--- src/rtl/grade_board_if.sv ---
`default_nettype none
// +--------------------------------------------------------------------------+
// | grade_board_if : teacher / principal / student command bundle            |
// | Revision       : 1.0                                                     |
// +--------------------------------------------------------------------------+
interface grade_board_if #(
  parameter int IDX_W  = 2,
  parameter int MARK_W = 8
);
  logic              t_wr_en;
  logic [IDX_W-1:0]  t_wr_idx;
  logic [MARK_W-1:0] t_wr_mark;
  logic              t_err;

  logic              p_appr_en;
  logic              p_ovr_en;
  logic [IDX_W-1:0]  p_idx;
  logic [MARK_W-1:0] p_mark;
  logic              p_err;
  logic              p_clr;

  logic              s_rd_req;
  logic [IDX_W-1:0]  s_rd_idx;
  logic              s_rd_valid;
  logic [MARK_W-1:0] s_rd_mark;
  logic              s_rd_pub;

  logic              all_pub;

  modport master (
    output t_wr_en, t_wr_idx, t_wr_mark,
    output p_appr_en, p_ovr_en, p_idx, p_mark, p_clr,
    output s_rd_req, s_rd_idx,
    input  t_err, p_err, s_rd_valid, s_rd_mark, s_rd_pub, all_pub
  );

  modport slave (
    input  t_wr_en, t_wr_idx, t_wr_mark,
    input  p_appr_en, p_ovr_en, p_idx, p_mark, p_clr,
    input  s_rd_req, s_rd_idx,
    output t_err, p_err, s_rd_valid, s_rd_mark, s_rd_pub, all_pub
  );
endinterface
`default_nettype wire

--- src/rtl/grade_board.sv ---
`default_nettype none
// +--------------------------------------------------------------------------+
// | grade_board : per-subject mark store with grade/approve/override flow    |
// | Revision    : 1.0                                                        |
// +--------------------------------------------------------------------------+
module grade_board #(
  parameter int                  NUM_SUBJ = 3,
  parameter int                  MARK_W   = 8,
  parameter int                  MAX_MARK = 100,
  parameter logic [NUM_SUBJ-1:0] OVR_MASK = 3'b100,
  parameter int                  IDX_W    = (NUM_SUBJ > 1) ? $clog2(NUM_SUBJ) : 1
) (
  input wire logic     clk,
  input wire logic     rst_n,
  grade_board_if.slave bus
);

  typedef enum logic [1:0] {
    EMPTY    = 2'd0,
    GRADED   = 2'd1,
    APPROVED = 2'd2
  } subj_state_t;

  localparam logic [MARK_W-1:0] MAX_M = MARK_W'(MAX_MARK);

  function automatic logic [MARK_W-1:0] sat(input logic [MARK_W-1:0] m);
    return (m > MAX_M) ? MAX_M : m;
  endfunction

  logic                p_cmd;
  logic [NUM_SUBJ-1:0] t_ok;
  logic [NUM_SUBJ-1:0] p_ok;
  logic [NUM_SUBJ-1:0] appr_now;
  logic [NUM_SUBJ-1:0] appr_nxt;
  logic [MARK_W-1:0]   pub_mark [NUM_SUBJ];

  assign p_cmd = bus.p_appr_en | bus.p_ovr_en;

  for (genvar i = 0; i < NUM_SUBJ; i++) begin : g_subj
    subj_state_t       st_q, st_d;
    logic [MARK_W-1:0] mark_q, mark_d;
    logic              t_sel, p_sel, t_acc, p_acc;

    assign t_sel = bus.t_wr_en && (bus.t_wr_idx == IDX_W'(i));
    assign p_sel = (bus.p_idx == IDX_W'(i));

    // A principal command on the same subject always wins over the teacher.
    always_comb begin
      st_d   = st_q;
      mark_d = mark_q;
      t_acc  = 1'b0;
      p_acc  = 1'b0;
      if (bus.p_clr) begin
        st_d   = EMPTY;
        mark_d = '0;
      end else begin
        if (p_sel && bus.p_ovr_en) begin
          if (OVR_MASK[i] && (st_q != EMPTY)) begin
            st_d   = APPROVED;
            mark_d = sat(bus.p_mark);
            p_acc  = 1'b1;
          end
        end else if (p_sel && bus.p_appr_en) begin
          if (st_q == GRADED) begin
            st_d  = APPROVED;
            p_acc = 1'b1;
          end
        end
        if (t_sel && !(p_cmd && p_sel) && (st_q != APPROVED)) begin
          st_d   = GRADED;
          mark_d = sat(bus.t_wr_mark);
          t_acc  = 1'b1;
        end
      end
    end

    always_ff @(posedge clk) begin
      if (!rst_n) begin
        st_q   <= EMPTY;
        mark_q <= '0;
      end else begin
        st_q   <= st_d;
        mark_q <= mark_d;
      end
    end

    assign t_ok[i]     = t_acc;
    assign p_ok[i]     = p_acc;
    assign appr_now[i] = (st_q == APPROVED);
    assign appr_nxt[i] = (st_d == APPROVED);
    assign pub_mark[i] = (st_q == APPROVED) ? mark_q : '0;
  end

  logic [MARK_W-1:0] rd_mark_sel;
  logic              rd_pub_sel;

  // Out-of-range indices match nothing and so read back as unpublished 0.
  always_comb begin
    rd_mark_sel = '0;
    rd_pub_sel  = 1'b0;
    for (int i = 0; i < NUM_SUBJ; i++) begin
      if (bus.s_rd_idx == IDX_W'(i)) begin
        rd_mark_sel = pub_mark[i];
        rd_pub_sel  = appr_now[i];
      end
    end
  end

  logic              t_err_q, p_err_q, rd_valid_q, rd_pub_q, all_pub_q;
  logic [MARK_W-1:0] rd_mark_q;

  always_ff @(posedge clk) begin
    if (!rst_n) begin
      t_err_q    <= 1'b0;
      p_err_q    <= 1'b0;
      rd_valid_q <= 1'b0;
      rd_mark_q  <= '0;
      rd_pub_q   <= 1'b0;
      all_pub_q  <= 1'b0;
    end else begin
      t_err_q    <= bus.t_wr_en && !bus.p_clr && !(|t_ok);
      p_err_q    <= p_cmd && !bus.p_clr && !(|p_ok);
      rd_valid_q <= bus.s_rd_req;
      rd_mark_q  <= bus.s_rd_req ? rd_mark_sel : '0;
      rd_pub_q   <= bus.s_rd_req && rd_pub_sel;
      all_pub_q  <= &appr_nxt;
    end
  end

  assign bus.t_err      = t_err_q;
  assign bus.p_err      = p_err_q;
  assign bus.s_rd_valid = rd_valid_q;
  assign bus.s_rd_mark  = rd_mark_q;
  assign bus.s_rd_pub   = rd_pub_q;
  assign bus.all_pub    = all_pub_q;

endmodule
`default_nettype wire

--- src/flat_wrapper.sv ---
// flat-port wrapper written by rule: the top's interface ports become plain ports
module grade_board_flat 
#(
  parameter int                  NUM_SUBJ = 3,
  parameter int                  MARK_W   = 8,
  parameter int                  MAX_MARK = 100,
  parameter logic [NUM_SUBJ-1:0] OVR_MASK = 3'b100,
  parameter int                  IDX_W    = (NUM_SUBJ > 1) ? $clog2(NUM_SUBJ) : 1
)
  (clk, rst_n, bus_t_wr_en, bus_t_wr_idx, bus_t_wr_mark, bus_p_appr_en, bus_p_ovr_en, bus_p_idx, bus_p_mark, bus_p_clr, bus_s_rd_req, bus_s_rd_idx, bus_t_err, bus_p_err, bus_s_rd_valid, bus_s_rd_mark, bus_s_rd_pub, bus_all_pub);
  grade_board_if #(.IDX_W(IDX_W), .MARK_W(MARK_W)) bus_i ();
  input wire logic clk;
  input wire logic rst_n;
  input wire logic [$bits(bus_i.t_wr_en)-1:0] bus_t_wr_en;
  input wire logic [$bits(bus_i.t_wr_idx)-1:0] bus_t_wr_idx;
  input wire logic [$bits(bus_i.t_wr_mark)-1:0] bus_t_wr_mark;
  input wire logic [$bits(bus_i.p_appr_en)-1:0] bus_p_appr_en;
  input wire logic [$bits(bus_i.p_ovr_en)-1:0] bus_p_ovr_en;
  input wire logic [$bits(bus_i.p_idx)-1:0] bus_p_idx;
  input wire logic [$bits(bus_i.p_mark)-1:0] bus_p_mark;
  input wire logic [$bits(bus_i.p_clr)-1:0] bus_p_clr;
  input wire logic [$bits(bus_i.s_rd_req)-1:0] bus_s_rd_req;
  input wire logic [$bits(bus_i.s_rd_idx)-1:0] bus_s_rd_idx;
  output wire logic [$bits(bus_i.t_err)-1:0] bus_t_err;
  output wire logic [$bits(bus_i.p_err)-1:0] bus_p_err;
  output wire logic [$bits(bus_i.s_rd_valid)-1:0] bus_s_rd_valid;
  output wire logic [$bits(bus_i.s_rd_mark)-1:0] bus_s_rd_mark;
  output wire logic [$bits(bus_i.s_rd_pub)-1:0] bus_s_rd_pub;
  output wire logic [$bits(bus_i.all_pub)-1:0] bus_all_pub;
  assign bus_i.t_wr_en = bus_t_wr_en;
  assign bus_i.t_wr_idx = bus_t_wr_idx;
  assign bus_i.t_wr_mark = bus_t_wr_mark;
  assign bus_i.p_appr_en = bus_p_appr_en;
  assign bus_i.p_ovr_en = bus_p_ovr_en;
  assign bus_i.p_idx = bus_p_idx;
  assign bus_i.p_mark = bus_p_mark;
  assign bus_i.p_clr = bus_p_clr;
  assign bus_i.s_rd_req = bus_s_rd_req;
  assign bus_i.s_rd_idx = bus_s_rd_idx;
  assign bus_t_err = bus_i.t_err;
  assign bus_p_err = bus_i.p_err;
  assign bus_s_rd_valid = bus_i.s_rd_valid;
  assign bus_s_rd_mark = bus_i.s_rd_mark;
  assign bus_s_rd_pub = bus_i.s_rd_pub;
  assign bus_all_pub = bus_i.all_pub;
  grade_board #(.NUM_SUBJ(NUM_SUBJ), .MARK_W(MARK_W), .MAX_MARK(MAX_MARK), .OVR_MASK(OVR_MASK), .IDX_W(IDX_W)) u_core (.clk(clk), .rst_n(rst_n), .bus(bus_i));
endmodule
--- config.mk ---
export PLATFORM = sky130hd
export DESIGN_NAME = grade_board_flat
export DESIGN_NICKNAME = d
export VERILOG_FILES = /design/src/rtl/grade_board_if.sv /design/src/rtl/grade_board.sv /design/src/flat_wrapper.sv
export SDC_FILE = /design/constraint.sdc
export NUM_CORES = 1
export LEC_CHECK = 0
export ABC_CLOCK_PERIOD_IN_PS = 3460
export CORE_UTILIZATION = 45
export CTS_CLUSTER_DIAMETER = 100
export DETAILED_ROUTE_END_ITERATION = 12
export HOLD_SLACK_MARGIN = 0.08
export PLACE_DENSITY_LB_ADDON = 0.15
export SLEW_MARGIN = 10
export SYNTH_ARGS = -nofsm -noshare
export SYNTH_HDL_FRONTEND = slang
export SYNTH_SLANG_ARGS = --single-unit
--- constraint.sdc ---
create_clock -name clk -period 3.46 [get_ports clk]
set_clock_uncertainty 0.05 [all_clocks]
set_input_delay 0.692 -clock clk [delete_from_list [all_inputs] [get_ports clk]]
set_output_delay 0.692 -clock clk [all_outputs]
set_load 0.02 [all_outputs]
==> results of run 1 <==
placed cells by master (no fill, tap or decap), drive strengths merged, types with 3 or more instances in the layout:
master         count
dfxtp             43
clkdlybuf4s50     41
nor2              41
a21oi             11
nand3             10
mux2i              9
a222oi             8
a211oi             8
nand2b             7
nand2              7
nor2b              5
nor3               5
clkbuf             5
and2               4
a31oi              4
nor3b              4
inv                3
nand3b             3
or2                3
o311a              3
flip-flops by register name, indices dropped and copies added (netlist names):
signal / flops
u_core.g_subj.mark_q: 24
u_core.bus.p_err: 1
u_core.bus.all_pub: 1
u_core.g_subj.st_q: 6
u_core.bus.t_err: 1
u_core.bus.s_rd_valid: 1
u_core.bus.s_rd_mark: 8
u_core.bus.s_rd_pub: 1
layer usage:
metal  vias up  part of all wire (%)  track usage (%)
li1        859                     -                -
met1       785                    50             32.8
met2        62                    42             31.5
met3         4                   6.7             5.14
met4         0                  0.89             5.59
met5         -                     0                0
path summary, 6_finish.rpt:
kind	endpoint	slack [ps]
setup / recovery	u_core.bus.all_pub	1030
hold / removal	u_core.g_subj[1].mark_q[7]	380
setup reg to reg	u_core.bus.s_rd_mark[0]	1610
hold reg to reg	u_core.g_subj[1].mark_q[7]	380
stage by stage:
| stage | power, uW | hold slack (ps) | util [%] | worst slack [ps] |
|---|---|---|---|---|
| after global placement | 621 | 367 | 58.1 | 817 |
| after detailed placement | 622 | 371 | 58.1 | 731 |
| after global routing | 1040 | 404 | 60.9 | 952 |
| after floorplan | 567 | 359 | - | 1440 |
| after CTS | 1000 | 383 | 60.9 | 1030 |
| final | 995 | 382 | 60.9 | 1030 |
layout make-up:
type | count | area share [%]
multi-input cells | 155 | 40.0
flip-flops and latches | 43 | 35.1
repair buffers | 43 | 17.3
clock buffers | 5 | 2.80
well taps | 50 | 2.55
clock inverters | 3 | 1.78
inverters | 3 | 0.459
tightest hold or removal path: cells and delay by family (launching register included):
kind             cells  cell delay (ps)
DFF                  1              320
and+or+nand+nor      2               80
cells by family (layout without fill, tap and decap cells):
family / after synthesis / in the layout / synth area share, %
flip-flops: 43 / 43 / 45.1
buffers and inverters: 13 / 54 / 3.35
AND/OR/NAND/NOR: 97 / 97 / 26.3
AO/OA/AOI/OAI: 49 / 49 / 20.5
multiplexers: 9 / 9 / 4.72
report_power, final:
part	switching, uW	leakage [uW]	internal, uW
combinational	53.5	0.000390	53.6
sequential	3.55	0.000347	500
clock	169	0.0000581	215
total	226	0.000796	769
==> out/qor.yml, run 1 <==
cells_and_area:
  synthToLayoutAreaGrowth_pct: 28.7
  finalInstanceArea_um2: 2450
  final_nets: 280
  ff_latch_area_um2: 861
  n_fill_cell: 358
  diodes: 0
  fin_cells: 302
  multi_input_area_um2: 982
  drive_gt1_share_pct: 7.14
critical_path:
  worstSetupPathType: "input pin to flip-flop"
  critPathArrivalTime_ps: 2580
  required_ps: 3610
  cp_top_family: "simple AND/OR/NAND/NOR gates"
  end_kind: "flip-flop"
  cpMaxStageDelayCell: "clkdlybuf4s50_1"
  ff2ff_path_depth: 4
  cp_cell_sequence: "clkdlybuf4s50_1, nor2_2, o311a_4, or4_1, nor4_2"
  r2r-start: "u_core.g_subj[1].st_q[1]"
  start_kind: "input pin"
  max_stage_delay_ps: 620
  critPathBufInv: 1
  cp_max_fo: 14
  path_depth: 5
  cp-startpoint: "bus_p_ovr_en"
grt:
  grt_pass1_wl_um: 7310
  grt_max_degree: 28
  grt_overflow: 0
  antenna_found_initial: 0
  grt_pass1_vias: 1502
  grtUsageTotal_pct: 22.1
timing:
  max_freq_ghz: 0.411
  grt_setup_unrepaired: "false"
  fin_tns_setup_ps: 0
  timing.final.crit_share_pct: 70.3
  slew_headroom_pct: 36.6
  worst_pin_slew_ps: 948
  setup_viol: 0
  maxSlewViolCount: 0
  finalHoldViolCount: 0
  min_period_ps: 2430
clock_network:
  cts_tree: "built"
  cts_root_buf: "clkbuf_8"
  post-cts-setup-buffers: 0
  clockBufferDepth: 2
  cts_resized: 0
  clock-sinks: 43
  htreeDepth: 2
  clkTransAtPathRegs_ps: 80
  insertion_delay_ps: 290
  postCtsHoldBufs: 0
  cts_inserted_buffers: 5
floorplanning:
  core.rowCount: 23
  die_w_um: 67.1
  die_area_um2: 4500
  core_area_um2: 4030
  io_pins: 42
  die_y_um: 67.1
  start_util_pct: 47.3
logic_synthesis:
  yosys_warnings: 0
  synth_nets: 240
  synth_cell_types: 47
  synth.most_common_cell: "dfxtp_1"
  syn_area_um2: 1910
  avgSynthCellArea_um2: 9.04
  yosysTopAreaCellShare_pct: 45.1
  synth-seq-cells: 43
  yosysSeqAreaShare_pct: 45.1
  synth_common_cells: "43 x dfxtp_1, 40 x nor2_1, 11 x a21oi_1, 10 x nand3_1, 9 x mux2i_1"
  synth_top_area_cell: "dfxtp_1"
  yosys-top-cells-area: "dfxtp_1 45%, nor2_1 7.9%, mux2i_1 4.7%"
  synth-edff-count: 0
  ys.flop_type: "dfxtp_1"
  async_reset_ff_share_pct: 0
  syn_inst: 211
placement:
  portBuffers: 41
  place_area_um2: 2340
  placedCellCount: 294
  gp_congestion: 0.846
  dp_hpwl_um: 3320
power_and_ir_drop:
  vdd_drop_max_uv: 267
  power_density_nw_per_um2: 405
  leakage_uw: 0.000796
route:
  via_count: 1710
  drt_pass1_iterations: 4
  drc: 0
  post_drt_wl_per_cell_um: 14.9
  drtIter0Drc: 121
  drt_wl_total_um: 4500
  viasPerCell: 5.66
  antenna_left: 0
job:
  maxCapViolations: 0
hold_path:
  min_from: "u_core.g_subj[1].mark_q[7]"
  hold_class: "flip-flop to flip-flop"
  min_path_cells: 2
status:
  status: "finished, final reports clean"
No activity file was read; power rests on OpenSTA's default activity.
==> run 2, diff against run 1 <==
- ABC_CLOCK_PERIOD_IN_PS: 3460 -> 2480
- clock period: 3.46 -> 2.48 ns (I/O delays scaled with it)
==> out/qor.yml, run 2 (synthesized netlist as in run 1, its figures left out) <==
timing:
  fin_tns_setup_ps: 0
  whs_ps: 392
  finalHoldViolCount: 0
  worst_pin_slew_ps: 761
  slew_headroom_pct: 48.8
  max_freq_ghz: 0.494
  min_period_ps: 2020
  maxSlewViolCount: 0
  grt_setup_unrepaired: "false"
  timing.final.crit_share_pct: 81.6
  setup_viol: 0
placement:
  dp_hpwl_um: 3460
  gp_congestion: 0.797
  portBuffers: 41
  place_area_um2: 2370
grt:
  grt_pass1_wl_um: 7430
  grt_max_degree: 28
  grt_overflow: 0
  antenna_found_initial: 0
  grt_pass1_vias: 1533
  grtUsageTotal_pct: 22.4
power_and_ir_drop:
  power_density_nw_per_um2: 525
  vdd_drop_max_uv: 392
  leakage_uw: 0.000800
clock_network:
  post-cts-setup-buffers: 0
  clock-sinks: 43
  cts_resized: 0
  htreeDepth: 2
  cts_root_buf: "clkbuf_8"
  clockBufferDepth: 2
  insertion_delay_ps: 290
  postCtsHoldBufs: 0
  cts_tree: "built"
  clkTransAtPathRegs_ps: 80
  cts_inserted_buffers: 5
cells_and_area:
  finalInstanceArea_um2: 2460
  final_common_cell: "dfxtp_1"
  mostFrequentLayoutCells: "43 x dfxtp_1, 41 x clkdlybuf4s50_1, 40 x nor2_1"
  final_nets: 284
  diodes: 0
  drive_gt1_share_pct: 8.20
  largest_reg_flops: 24
  regMostFlops: "u_core.g_subj.mark_q"
  synthToLayoutAreaGrowth_pct: 28.9
critical_path:
  ff2ff_path_depth: 4
  regToRegSetupSlack_ps: 780
  end_kind: "flip-flop"
  r2r-start: "u_core.g_subj[0].st_q[0]"
  reg2reg_to: "u_core.bus.s_rd_mark[5]"
  cp_max_fo: 7
  critPathArrivalTime_ps: 2190
  required_ps: 2650
  worstSetupPathType: "input pin to flip-flop"
  start_kind: "input pin"
floorplanning:
  core.rowCount: 23
  die_w_um: 67.1
  core_area_um2: 4030
  die_area_um2: 4500
  io_pins: 42
  die_y_um: 67.1
  start_util_pct: 47.3
status:
  status: "finished, final reports clean"
hold_path:
  min_from: "u_core.g_subj[1].mark_q[7]"
  min_path_cells: 2
  holdPathEnd: "u_core.g_subj[1].mark_q[7]"
  hold_class: "flip-flop to flip-flop"
route:
  via_count: 1765
  drt_pass1_iterations: 5
  drc: 0
  viasPerCell: 5.77
  drt_wl_total_um: 4620
  drtIter0Drc: 187
  post_drt_wl_per_cell_um: 15.1
  antenna_left: 0
job:
  maxCapViolations: 0
[run 2: changes by cell type in the layout (fill, tap and decap cells not counted), sizes merged]
cell / before / now
buf: 2 / 6
bufinv: 1 / 0
clkbuf: 5 / 6
clkinv: 2 / 1
clkinvlp: 0 / 1
[run 2: how the worst max path moves through the flow]
stage | startpoint | endpoint | slack [ps] | cells past startpoint
finish | bus_p_idx[1] | u_core.bus.all_pub | 460 | 5
global route | bus_p_idx[1] | u_core.bus.all_pub | 390 | 5
CTS | bus_p_idx[1] | u_core.bus.all_pub | 460 | 5
detailed placement | bus_p_idx[1] | u_core.bus.all_pub | 150 | 5
global placement | bus_p_idx[1] | u_core.bus.all_pub | 170 | 5
floorplan | bus_p_ovr_en | u_core.bus.all_pub | 660 | 5
[run 2: metrics by stage]
stage	util (%)	cells	power [uW]	worst slack (ps)
6_report	61.0	306	1290	457
5_1_grt	61.0	306	1340	390
4_1_cts	61.0	306	1290	456
3_5_place_dp	58.9	298	871	152
3_3_place_gp	58.9	298	871	165
2_1_floorplan	-	211	791	660
[run 2: critical path, cell delays in order]
cell and delay [ps]:
clkdlybuf4s50_1 600, and2b_1 250, a31oi_1 120, or4_1 510, nor4_2 210
[run 2: layout make-up]
| class | count | area (um2) |
|---|---|---|
| Clock buffer | 6 | 72.6 |
| Clock inverter | 2 | 12.5 |
| Fill cell | 383 | 1570 |
| Inverter | 3 | 11.3 |
| Multi-Input combinational cell | 155 | 982 |
| Sequential cell | 43 | 861 |
| Tap cell | 50 | 62.6 |
| Timing Repair Buffer | 47 | 455 |
[run 2: per-layer routing]
layer,GRT usage (%),wire (um)
met1,33.8,2390
met2,30.8,1840
met3,4.28,321
met4,7.98,63
met5,0,0
[run 2: power by group]
group	switching, uW	total [uW]	leakage [uW]	internal [uW]
logic	75.9	154	0.000411	78.1
registers	4.76	703	0.000347	698
clock network	238	435	0.0000412	197
==> run 3, diff against run 2 <==
- ABC_CLOCK_PERIOD_IN_PS: 2480 -> 1700
- clock period: 2.48 -> 1.7 ns (I/O delays scaled with it)
==> out/qor.yml, run 3 (synthesized netlist as in run 1, its figures left out) <==
status:
  status: "finished, final reports clean"
floorplanning:
  die_area_um2: 4500
  die_y_um: 67.1
  die_w_um: 67.1
  core_area_um2: 4030
  start_util_pct: 47.3
  core.rowCount: 23
  io_pins: 42
route:
  drtIter0Drc: 137
  drc: 0
  antenna_left: 0
  viasPerCell: 5.46
  via_count: 1817
  drt_wl_total_um: 4890
  drt_pass1_iterations: 6
  post_drt_wl_per_cell_um: 14.7
cells_and_area:
  largest_reg_flops: 24
  diodes: 0
  final_nets: 311
  final_common_cell: "dfxtp_1"
  finalInstanceArea_um2: 2730
  drive_gt1_share_pct: 20.1
  synthToLayoutAreaGrowth_pct: 43.1
  final_core_util_pct: 67.7
  regMostFlops: "u_core.g_subj.mark_q"
  mostFrequentLayoutCells: "43 x dfxtp_1, 40 x nor2_1, 35 x clkdlybuf4s50_1"
clock_network:
  clock-sinks: 43
  htreeDepth: 2
  cts_tree: "built"
  postCtsHoldBufs: 0
  clkTransAtPathRegs_ps: 80
  clockBufferDepth: 2
  cts_root_buf: "clkbuf_8"
  cts_inserted_buffers: 5
  insertion_delay_ps: 300
grt:
  grtUsageMet1_pct: 33.2
  antenna_found_initial: 0
  grt_pass1_wl_um: 7380
  grtUsageTotal_pct: 22.8
  use_met2_pct: 32.0
  grt_pass1_vias: 1488
  top_usage_layer: "met1"
  grt_max_degree: 28
  grt_overflow: 0
  use_met3_pct: 6.68
hold_path:
  holdPathEnd: "u_core.bus.t_err"
  min_from: "bus_t_wr_en"
  hold_class: "input pin to flip-flop"
  min_path_cells: 2
power_and_ir_drop:
  leakage_uw: 0.000986
  power_density_nw_per_um2: 774
  vdd_drop_max_uv: 546
critical_path:
  cp_max_fo: 1
  worstSetupPathType: "flip-flop to output port"
  cpMaxStageDelayCell: "clkdlybuf4s50_1"
  cp_top_family: "buffers and inverters"
  regToRegSetupSlack_ps: 90
  start_kind: "flip-flop"
  required_ps: 1310
  cp_cell_sequence: "clkdlybuf4s50_1"
  reg2reg_to: "u_core.bus.all_pub"
  r2r-start: "u_core.g_subj[0].st_q[0]"
  critPathBufInv: 1
  ff2ff_path_depth: 4
  end_kind: "output port"
  critPathArrivalTime_ps: 1240
  max_stage_delay_ps: 610
timing:
  whs_ps: 317
  fin_tns_setup_ps: 0
  max_freq_ghz: 0.615
  setup_viol: 0
  maxSlewViolCount: 0
  grt_setup_unrepaired: "true"
  worst_pin_slew_ps: 557
  min_period_ps: 1630
  slew_headroom_pct: 62.7
  timing.final.crit_share_pct: 95.7
  finalHoldViolCount: 0
placement:
  gp_congestion: 0.873
  portBuffers: 41
  place_area_um2: 2570
  dp_hpwl_um: 3600
job:
  maxCapViolations: 0
==> run 3: final cells by class <==
class / instances / area, um2
Inverter: 3 / 11.3
Timing Repair Buffer: 74 / 658
Sequential cell: 43 / 861
Fill cell: 342 / 1300
Multi-Input combinational cell: 155 / 1020
Clock buffer: 6 / 82.6
Tap cell: 50 / 62.6
Clock inverter: 2 / 35.0
==> run 3: layer usage <==
| metal | part of all wire, % | up-vias | wire [um] |
|---|---|---|---|
| met1 | 48 | 820 | 2330 |
| met2 | 43 | 69 | 2120 |
| met5 | 0 | - | 0 |
| met4 | 0.70 | 0 | 34 |
| li1 | - | 924 | - |
| met3 | 8.2 | 4 | 400 |
==> run 3: how the worst max path moves through the flow <==
stage	end	start	cells after the start
finish	bus_all_pub	u_core.bus.all_pub	1
global route	u_core.g_subj[2].mark_q[5]	bus_t_wr_idx[1]	5
CTS	u_core.g_subj[2].mark_q[6]	bus_t_wr_idx[0]	5
detailed placement	u_core.bus.all_pub	bus_p_idx[1]	5
global placement	u_core.bus.all_pub	bus_p_idx[1]	4
floorplan	u_core.bus.all_pub	bus_p_ovr_en	5
==> run 3: through the flow <==
stage / setup WS (ps) / power, uW / std cells
finish: 73.2 / 2110 / 333
floorplan: 36.3 / 1150 / 211
global placement: -410 / 1310 / 324
CTS: 9.71 / 2120 / 332
global route: -4.56 / 2190 / 333
detailed placement: -433 / 1310 / 324
==> run 3: what timing repair did <==
item | CTS | global route
pin swaps | 0 | 2
buffers inserted | 0 | 1
setup endpoints to repair | 25 | 17
resized for setup | 9 | 6
==> run 3: power by group <==
group / internal (uW) / total (uW) / switching [uW]
registers: 1020 / 1020 / 6.79
clock network: 475 / 818 / 343
logic: 148 / 270 / 122
total: 1640 / 2110 / 471
